$ cat src/rtl/pallette_sequencer_pkg.sv
// Shared definitions for the palette sequencer: palette width, state encoding
// and the default auto-cycle period.
package pallette_sequencer_pkg;

  localparam int PAL_W                   = 2;
  localparam int NUM_PAL                 = 4;
  localparam int DEFAULT_FRAMES_PER_STEP = 60;

  typedef enum logic {
    ST_IDLE   = 1'b0,
    ST_STAGED = 1'b1
  } seq_state_t;

  // Next palette index, wrapping 3 -> 0 through natural PAL_W overflow
  function automatic logic [PAL_W-1:0] next_pal(input logic [PAL_W-1:0] cur);
    next_pal = cur + PAL_W'(1);
  endfunction

endpackage

$ cat src/rtl/pallette_frame_timer.sv
// Counts vblank pulses while enabled and flags the pulse on which the count
// reaches FRAMES_PER_STEP-1; the count then restarts from zero.
module pallette_frame_timer #(
  parameter int FRAMES_PER_STEP = 60,
  parameter int CNT_W           = 8
) (
  input  logic clk,
  input  logic reset_n,
  input  logic vblank_start,
  input  logic enable,
  input  logic clear,
  output logic tick
);

  localparam logic [CNT_W-1:0] LAST = CNT_W'(FRAMES_PER_STEP - 1);

  logic [CNT_W-1:0] count_reg;

  // Tick only on an enabled vblank that completes the period
  assign tick = enable & vblank_start & (count_reg == LAST);

  // Frame counter: clear wins, otherwise advance on enabled vblank pulses
  always_ff @(posedge clk) begin
    if (!reset_n) begin
      count_reg <= '0;
    end else if (clear) begin
      count_reg <= '0;
    end else if (enable && vblank_start) begin
      if (count_reg == LAST) begin
        count_reg <= '0;
      end else begin
        count_reg <= count_reg + CNT_W'(1);
      end
    end
  end

endmodule

$ cat src/rtl/pallette_sequencer.sv
// Palette select owner: stages host/button/auto changes and applies them
// only on the vertical-blanking start pulse so swaps never tear mid-frame.
module pallette_sequencer
  import pallette_sequencer_pkg::*;
#(
  parameter int FRAMES_PER_STEP = DEFAULT_FRAMES_PER_STEP,
  parameter int CNT_W           = 8
) (
  input  logic             clk,
  input  logic             reset_n,
  input  logic             vblank_start,
  input  logic             req_valid,
  input  logic [PAL_W-1:0] req_sel,
  output logic             req_ready,
  input  logic             step_btn,
  input  logic             auto_en,
  output logic [PAL_W-1:0] select,
  output logic             pending,
  output logic             applied
);

  seq_state_t       state_reg;
  logic [PAL_W-1:0] staged_reg;
  logic [PAL_W-1:0] select_reg;
  logic             applied_reg;
  logic             step_q_reg;

  logic step_rise;
  logic timer_enable;
  logic timer_clear;
  logic auto_tick;

  assign step_rise = step_btn & ~step_q_reg;

  // The counter only runs in IDLE with auto mode on; a staged apply restarts it
  assign timer_enable = auto_en & (state_reg == ST_IDLE);
  assign timer_clear  = ~auto_en | ((state_reg == ST_STAGED) & vblank_start);

  pallette_frame_timer #(
    .FRAMES_PER_STEP (FRAMES_PER_STEP),
    .CNT_W           (CNT_W)
  ) u_frame_timer (
    .clk          (clk),
    .reset_n      (reset_n),
    .vblank_start (vblank_start),
    .enable       (timer_enable),
    .clear        (timer_clear),
    .tick         (auto_tick)
  );

  assign select    = select_reg;
  assign pending   = (state_reg == ST_STAGED);
  assign req_ready = (state_reg == ST_IDLE);
  assign applied   = applied_reg;

  // Button edge detector register
  always_ff @(posedge clk) begin
    if (!reset_n) begin
      step_q_reg <= 1'b0;
    end else begin
      step_q_reg <= step_btn;
    end
  end

  // Staging FSM with registered select and applied pulse
  always_ff @(posedge clk) begin
    if (!reset_n) begin
      state_reg   <= ST_IDLE;
      staged_reg  <= '0;
      select_reg  <= '0;
      applied_reg <= 1'b0;
    end else begin
      applied_reg <= 1'b0;
      case (state_reg)
        ST_IDLE: begin
          // An auto advance always moves to a different index
          if (auto_tick) begin
            select_reg  <= next_pal(select_reg);
            applied_reg <= 1'b1;
          end
          // Host request beats a simultaneous button press
          if (req_valid) begin
            staged_reg <= req_sel;
            state_reg  <= ST_STAGED;
          end else if (step_rise) begin
            staged_reg <= next_pal(select_reg);
            state_reg  <= ST_STAGED;
          end
        end
        ST_STAGED: begin
          // Apply wins over a coinciding press; presses otherwise accumulate
          if (vblank_start) begin
            select_reg  <= staged_reg;
            applied_reg <= (staged_reg != select_reg);
            state_reg   <= ST_IDLE;
          end else if (step_rise) begin
            staged_reg <= next_pal(staged_reg);
          end
        end
        default: begin
          state_reg <= ST_IDLE;
        end
      endcase
    end
  end

endmodule

$ cat config.mk
export PLATFORM = sky130hd
export DESIGN_NAME = pallette_sequencer
export DESIGN_NICKNAME = d
export VERILOG_FILES = /design/src/rtl/pallette_sequencer_pkg.sv /design/src/rtl/pallette_frame_timer.sv /design/src/rtl/pallette_sequencer.sv
export SDC_FILE = /design/constraint.sdc
export NUM_CORES = 1
export LEC_CHECK = 0
export BUFFER_PORTS_ARGS = -buffer_cell sky130_fd_sc_hd__buf_4
export CORE_MARGIN = 3
export CORE_UTILIZATION = 57
export DETAILED_ROUTE_END_ITERATION = 6
export HOLD_SLACK_MARGIN = 0.03
export MAX_ROUTING_LAYER = met4
export PLACE_DENSITY_LB_ADDON = 0.08
export SLEW_MARGIN = 25
export SYNTH_ARGS = -nofsm -noshare
export SYNTH_HDL_FRONTEND = slang
export SYNTH_SLANG_ARGS = --single-unit
$ cat constraint.sdc
create_clock -name clk -period 3.94 [get_ports clk]
set_input_delay 0.197 -clock clk [delete_from_list [all_inputs] [get_ports clk]]
set_output_delay 0.197 -clock clk [all_outputs]
set_load 0.02 [all_outputs]
==> results.sh, run 1 <==
export IMPL_worstSetupPathType="reg -> reg"
export IMPL_synth_main_ff_cell="dfxtp_1"
export IMPL_crit_cells=4
export IMPL_synth_adder_area_share_pct=1.548
export IMPL_yosys_top_cells_area="dfxtp_1, xnor2_1, nor2_1, xor2_1, a21oi_1"
export IMPL_dp_cells=115
export IMPL_io_pins=13
export IMPL_place_ws_ps=2490
export IMPL_grt_usage_pct=18.36
export IMPL_drcViolationCount=0
export IMPL_crit_path_cell_trace="and4b_1 > nand3_1 > nand4_2 > nor2_1"
export IMPL_total_leakage_power_nw=0.3697
export IMPL_max_stage_delay_ps=560
export IMPL_yosysWarningCount=0
export IMPL_synth_area_um2=808.3
export IMPL_clk_latency_ps=280
export IMPL_end_kind="flop"
export IMPL_numCtsBuffers=3
export IMPL_wirelength_mm=1.461
export IMPL_crit_fanout=13
export IMPL_synth_compound_area_share_pct=15.33
export IMPL_p_per_area_nw_per_um2=321.9
export IMPL_finClkSkew_ps=5.212
export IMPL_final_nets=115
export IMPL_hold_path_startpoint="step_btn"
export IMPL_synth_xor_xnor_area_share_pct=10.84
export IMPL_yosys_area_share_simple_pct=28.79
export IMPL_vias_per_cell=5.782
export IMPL_synth_seq_area_share_pct=37.15
export IMPL_postLayoutCellArea_um2=908.4
export IMPL_cp_start_kind="flop"
export IMPL_holdPathStages=2
export IMPL_synth_seq_cells=15
export IMPL_yosys_top_cells_count="dfxtp_1, nor2_1, nand2_1"
export IMPL_reg2regPathDepth=4
export IMPL_route_vias_total=688
export IMPL_drtAntennaViolNets=0
export IMPL_synth_area_mux_share_pct=1.238
export IMPL_antenna_found_initial=0
export IMPL_cts_buffer_depth=2
export IMPL_routedWlPerCell_um=12.28
export IMPL_setup_tns_ps=0
export IMPL_dp_hpwl_mm=1.111
export IMPL_setup_ws_ps=2447
export IMPL_synth_top_family_by_area="simple AND/OR/NAND/NOR gates"
export IMPL_fin_cells=119
export IMPL_slowest_stage="dfxtp_1"
export IMPL_path_clk_slew_ps=80
export IMPL_maxSlewHeadroom_pct=74.04
export IMPL_synth_distinct_cells=37
export IMPL_drv_cap=0
export IMPL_synth_area_per_cell_um2=8.691
export IMPL_critPathRequiredTime_ps=4150
export IMPL_cts_resized=0
export IMPL_synth_edf_count=0
export IMPL_num_rows=12
export IMPL_worstPathArrival_ps=1700
export IMPL_clock_sinks=15
export IMPL_hold_viol=0
export IMPL_area_growth_pct=12.38
export IMPL_root_buffer="clkbuf_4"
export IMPL_cts_tree="yes"
export IMPL_critPathLaunch="pending"
export IMPL_portBuffers=12
export IMPL_crit_family="simple AND/OR/NAND/NOR gates"
export IMPL_fin_crit_ps=1493
export IMPL_syn_inst=93
export IMPL_synth_most_common_cell="dfxtp_1"
export IMPL_peakVddDrop_mv=0.2051
export IMPL_r2r_start="pending"
export IMPL_largest_reg_flops=8
export IMPL_final_max_slew_viol_count=0
export IMPL_outcome="completed"
export IMPL_first_pass_iters=4
export IMPL_grt_max_degree=14
export IMPL_place_congestion=0.8450
export IMPL_grt_pass1_wl_mm=2.566
export IMPL_h_tree_depth=1
export IMPL_synth_top_area_cell="dfxtp_1"
export IMPL_rsz0062_at_grt="false"
export IMPL_grt_pass1_vias=602
export IMPL_overflow=0
export IMPL_worst_path_buf_inv=0
export IMPL_initial_utilization_pct=66.46
export IMPL_min_path_type="in -> reg"
export IMPL_ys_async_sr_fraction_pct=0
export IMPL_total_power_w=0.0002924
export IMPL_post_route_period_util_pct=37.90
export IMPL_yosys_area_top_type_share_pct=37.15
export IMPL_finalSetupViolations=0
export IMPL_worstMarginPinSlew_ps=388.9
export IMPL_post_cts_buffers=0
export IMPL_dieArea_um2=1906
export IMPL_synth_nets=102
export IMPL_die_w_um=43.66
export IMPL_antennaDiodeCount=0
export IMPL_die_h_um=43.66
export IMPL_hold_buffers=0
export IMPL_dpl_instance_area_um2=882.1
export IMPL_drt_initial_drc_count=7
export IMPL_max_freq_ghz=0.6697
export IMPL_drive_gt1_share_pct=20.00
export IMPL_core_um2=1216
layer usage:
layer  up-vias  part of all wire [%]  track usage (%)
met5         -                     0                -
met4         0                  0.62            3.614
met3         2                   5.7            7.469
met2        18                    43            24.42
met1       315                    51            25.88
li1        353                     -                -
cell usage in the layout (no fill, tap or decap), types with 2 or more instances in the layout:
cell      count
buf_4        12
nand2_1       7
nor2b_1       2
o21a_1        2
nor2_1       13
nor4_1        2
dfxtp_1      15
a21oi_1       6
xor2_1        4
inv_1         2
clkbuf_4      3
nor3_1        3
xnor2_1       6
nand3_1       6
cell type report:
class / count / area, µm²
Tap cell: 14 / 17.52
Inverter: 2 / 7.507
Clock buffer: 4 / 26.28
Fill cell: 88 / 307.8
Sequential cell: 15 / 300.3
Timing Repair Buffer: 12 / 90.09
Multi-Input combinational cell: 72 / 466.7
kinds of logic (layout without fill, tap and decap cells):
group	Yosys count	in the layout
AND/OR/NAND/NOR	42	42
AO/OA/AOI/OAI	18	18
flip-flops	15	15
XOR/XNOR	10	10
buffers and inverters	6	18
adder cells (fa/ha/maj)	1	1
multiplexers	1	1
where the power goes:
| part | total, W | leakage, nW | switching [W] | internal (W) |
|---|---|---|---|---|
| Combinational | 0.0000445 | 0.233 | 0.0000231 | 0.0000214 |
| Clock | 0.0000839 | 0.0150 | 0.0000446 | 0.0000393 |
| Sequential | 0.000164 | 0.122 | 0.00000774 | 0.000156 |
| Total | 0.000292 | 0.370 | 0.0000755 | 0.000217 |
stage by stage:
| step | hold WS (ps) | utilization (%) |
|---|---|---|
| 5_1_grt | 130.2 | 74.69 |
| 3_3_place_gp | 410.8 | 72.53 |
| 3_5_place_dp | 413.0 | 72.53 |
| 4_1_cts | 123.9 | 74.69 |
| 2_1_floorplan | 313.1 | - |
| 6_report | 129.8 | 74.69 |
final timing paths:
path / end / slack (ps)
setup / recovery: u_frame_timer.count_reg[0] / 2450
hold / removal: step_q_reg / 130
setup reg to reg: u_frame_timer.count_reg[0] / 2450
hold reg to reg: u_frame_timer.count_reg[1] / 480
Note: power is estimated with default switching activity, not from simulation.
==> inputs of run 2 (changes only) <==
CORE_UTILIZATION = 48   (was 57)
clock period = 1.3 ns   (was 3.94 ns; I/O delays follow)
==> run 2 against run 1 <==
Via count grew 7.3%. Combinational power rose to 4.1 times the previous value. First-iteration DRC count increased by 71%. Wire length increased by 24%. Register-to-register slack worse by 2400 ps. Non-clock buffer count increased by 12. Highest routed layer unchanged.
==> results.sh, run 2 (same netlist as run 1, synthesis figures left out) <==
export IMPL_maxSlewHeadroom_pct=79.54
export IMPL_h_tree_depth=1
export IMPL_r2r_start="u_frame_timer.count_reg[1]"
export IMPL_layout_common_cells="buf_4, nor2_1, dfxtp_1"
export IMPL_overflow=0
export IMPL_holdPathStages=3
export IMPL_fin_crit_ps=1260
export IMPL_layout_commonest_cell="buf_4"
export IMPL_max_stage_delay_ps=360
export IMPL_cts_buffer_depth=2
export IMPL_area_growth_pct=31.73
export IMPL_p_per_area_nw_per_um2=887.0
export IMPL_root_buffer="clkbuf_4"
export IMPL_worstMarginPinSlew_ps=304.5
export IMPL_critical_path_reg2reg_endpoint="u_frame_timer.count_reg[6]"
export IMPL_initial_utilization_pct=52.44
export IMPL_crit_path_cell_trace="ha_4 > and4b_2 > buf_6 > nand3_2 > xor2_1 > nor2_1"
export IMPL_grt_pass1_wl_mm=2.849
export IMPL_path_clk_slew_ps=90
export IMPL_post_route_period_util_pct=96.94
export IMPL_dieArea_um2=2212
export IMPL_clock_sinks=15
export IMPL_final_nets=127
export IMPL_route_vias_total=738
export IMPL_final_max_slew_viol_count=0
export IMPL_setup_tns_ps=0
export IMPL_portBuffers=12
export IMPL_worstPathArrival_ps=1490
export IMPL_hold_viol=0
export IMPL_post_cts_buffers=0
export IMPL_dp_hpwl_mm=1.257
export IMPL_drtAntennaViolNets=0
export IMPL_wirelength_mm=1.805
export IMPL_grt_max_degree=12
export IMPL_finalSetupViolations=0
export IMPL_slowest_stage="dfxtp_2"
export IMPL_num_rows=14
export IMPL_io_pins=13
export IMPL_min_path_type="in -> reg"
export IMPL_drv_cap=0
export IMPL_total_leakage_power_nw=0.4324
export IMPL_numCtsBuffers=3
export IMPL_grt_usage_pct=19.09
export IMPL_finClkSkew_ps=2.915
export IMPL_outcome="completed"
export IMPL_largest_reg_flops=8
export IMPL_rsz0062_at_grt="true"
export IMPL_routedWlPerCell_um=13.57
export IMPL_drt_initial_drc_count=12
export IMPL_reg2regPathDepth=6
export IMPL_first_pass_iters=3
export IMPL_clk_latency_ps=290
export IMPL_grt_pass1_vias=638
export IMPL_hold_end="u_frame_timer.count_reg[1]"
export IMPL_critPathRequiredTime_ps=1520
export IMPL_rrSetupSlack_ps=40
export IMPL_drcViolationCount=0
export IMPL_cts_tree="yes"
export IMPL_hold_path_startpoint="reset_n"
export IMPL_cp_start_kind="flop"
export IMPL_core_um2=1541
export IMPL_die_h_um=47.04
export IMPL_total_power_w=0.0009445
export IMPL_fin_cells=133
export IMPL_peakVddDrop_mv=0.7960
export IMPL_drive_gt1_share_pct=36.75
export IMPL_dp_cells=127
export IMPL_max_freq_ghz=0.7936
export IMPL_vias_per_cell=5.549
export IMPL_worstSetupPathType="reg -> reg"
export IMPL_antenna_found_initial=0
export IMPL_end_kind="flop"
export IMPL_crit_fanout=3
export IMPL_place_congestion=0.8466
export IMPL_die_w_um=47.04
export IMPL_antennaDiodeCount=0
run 2: changes by cell type in the layout (fill, tap and decap cells not counted), sizes merged:
cell and change:
buf +10, dlygate4sd3 +2
run 2: what timing repair did:
item,CTS,global route
gates resized for setup,1,12
endpoints found under the hold margin,1,1
pin swaps,0,3
endpoints found under the setup margin,2,10
hold buffers,1,1
run 2: final cells by class:
| class | count | area (µm²) |
|---|---|---|
| multi-input combinational | 72 | 519.2 |
| fill | 129 | 476.7 |
| sequential | 15 | 302.8 |
| timing repair buffer | 24 | 188.9 |
| clock buffer | 4 | 26.28 |
| tap | 16 | 20.02 |
| inverter | 2 | 7.507 |
run 2: worst max-delay path, delay by kind of cell (launching register included):
kind | cells | cell delay [ps]
AND/OR/NAND/NOR | 3 | 440
flip-flops | 1 | 360
XOR/XNOR | 1 | 150
adder cells (fa/ha/maj) | 1 | 120
buffers and inverters | 1 | 120
run 2: layer usage:
layer	track usage, %	wire, µm	part of all wire, %
met1	26.38	912	51
met2	26.02	785	43
met3	3.448	74	4.1
met4	9.945	33	1.8
met5	-	0	0
run 2: power breakdown:
group	internal [W]	switching [W]	total (W)
sequential	0.000474	0.0000139	0.000488
combinational	0.0000905	0.0000910	0.000181
clock	0.000119	0.000156	0.000275
total	0.000684	0.000261	0.000944
run 2: how the worst max path moves through the flow:
stage / startpoint / endpoint / slack [ps] / cells after the start
2_1_floorplan: pending / select[1] / -20 / 5
3_3_place_gp: step_q_reg / staged_reg[1] / 30 / 4
3_5_place_dp: u_frame_timer.count_reg[0] / u_frame_timer.count_reg[6] / -1 / 5
4_1_cts: u_frame_timer.count_reg[0] / u_frame_timer.count_reg[6] / 30 / 5
5_1_grt: u_frame_timer.count_reg[1] / u_frame_timer.count_reg[6] / -20 / 6
6_report: u_frame_timer.count_reg[1] / u_frame_timer.count_reg[6] / 40 / 6
run 2: stage by stage:
stage | area, µm² | hold slack (ps) | worst slack (ps) | util (%)
finish | 1065 | 71.29 | 39.84 | 69.07
floorplan | 813.3 | 181.1 | -16.94 | -
CTS | 1010 | 30.53 | 28.55 | 65.50
global placement | 964.7 | 278.3 | 34.65 | 62.58
global route | 1065 | 64.09 | -15.40 | 69.07
detailed placement | 964.7 | 281.0 | -1.490 | 62.58
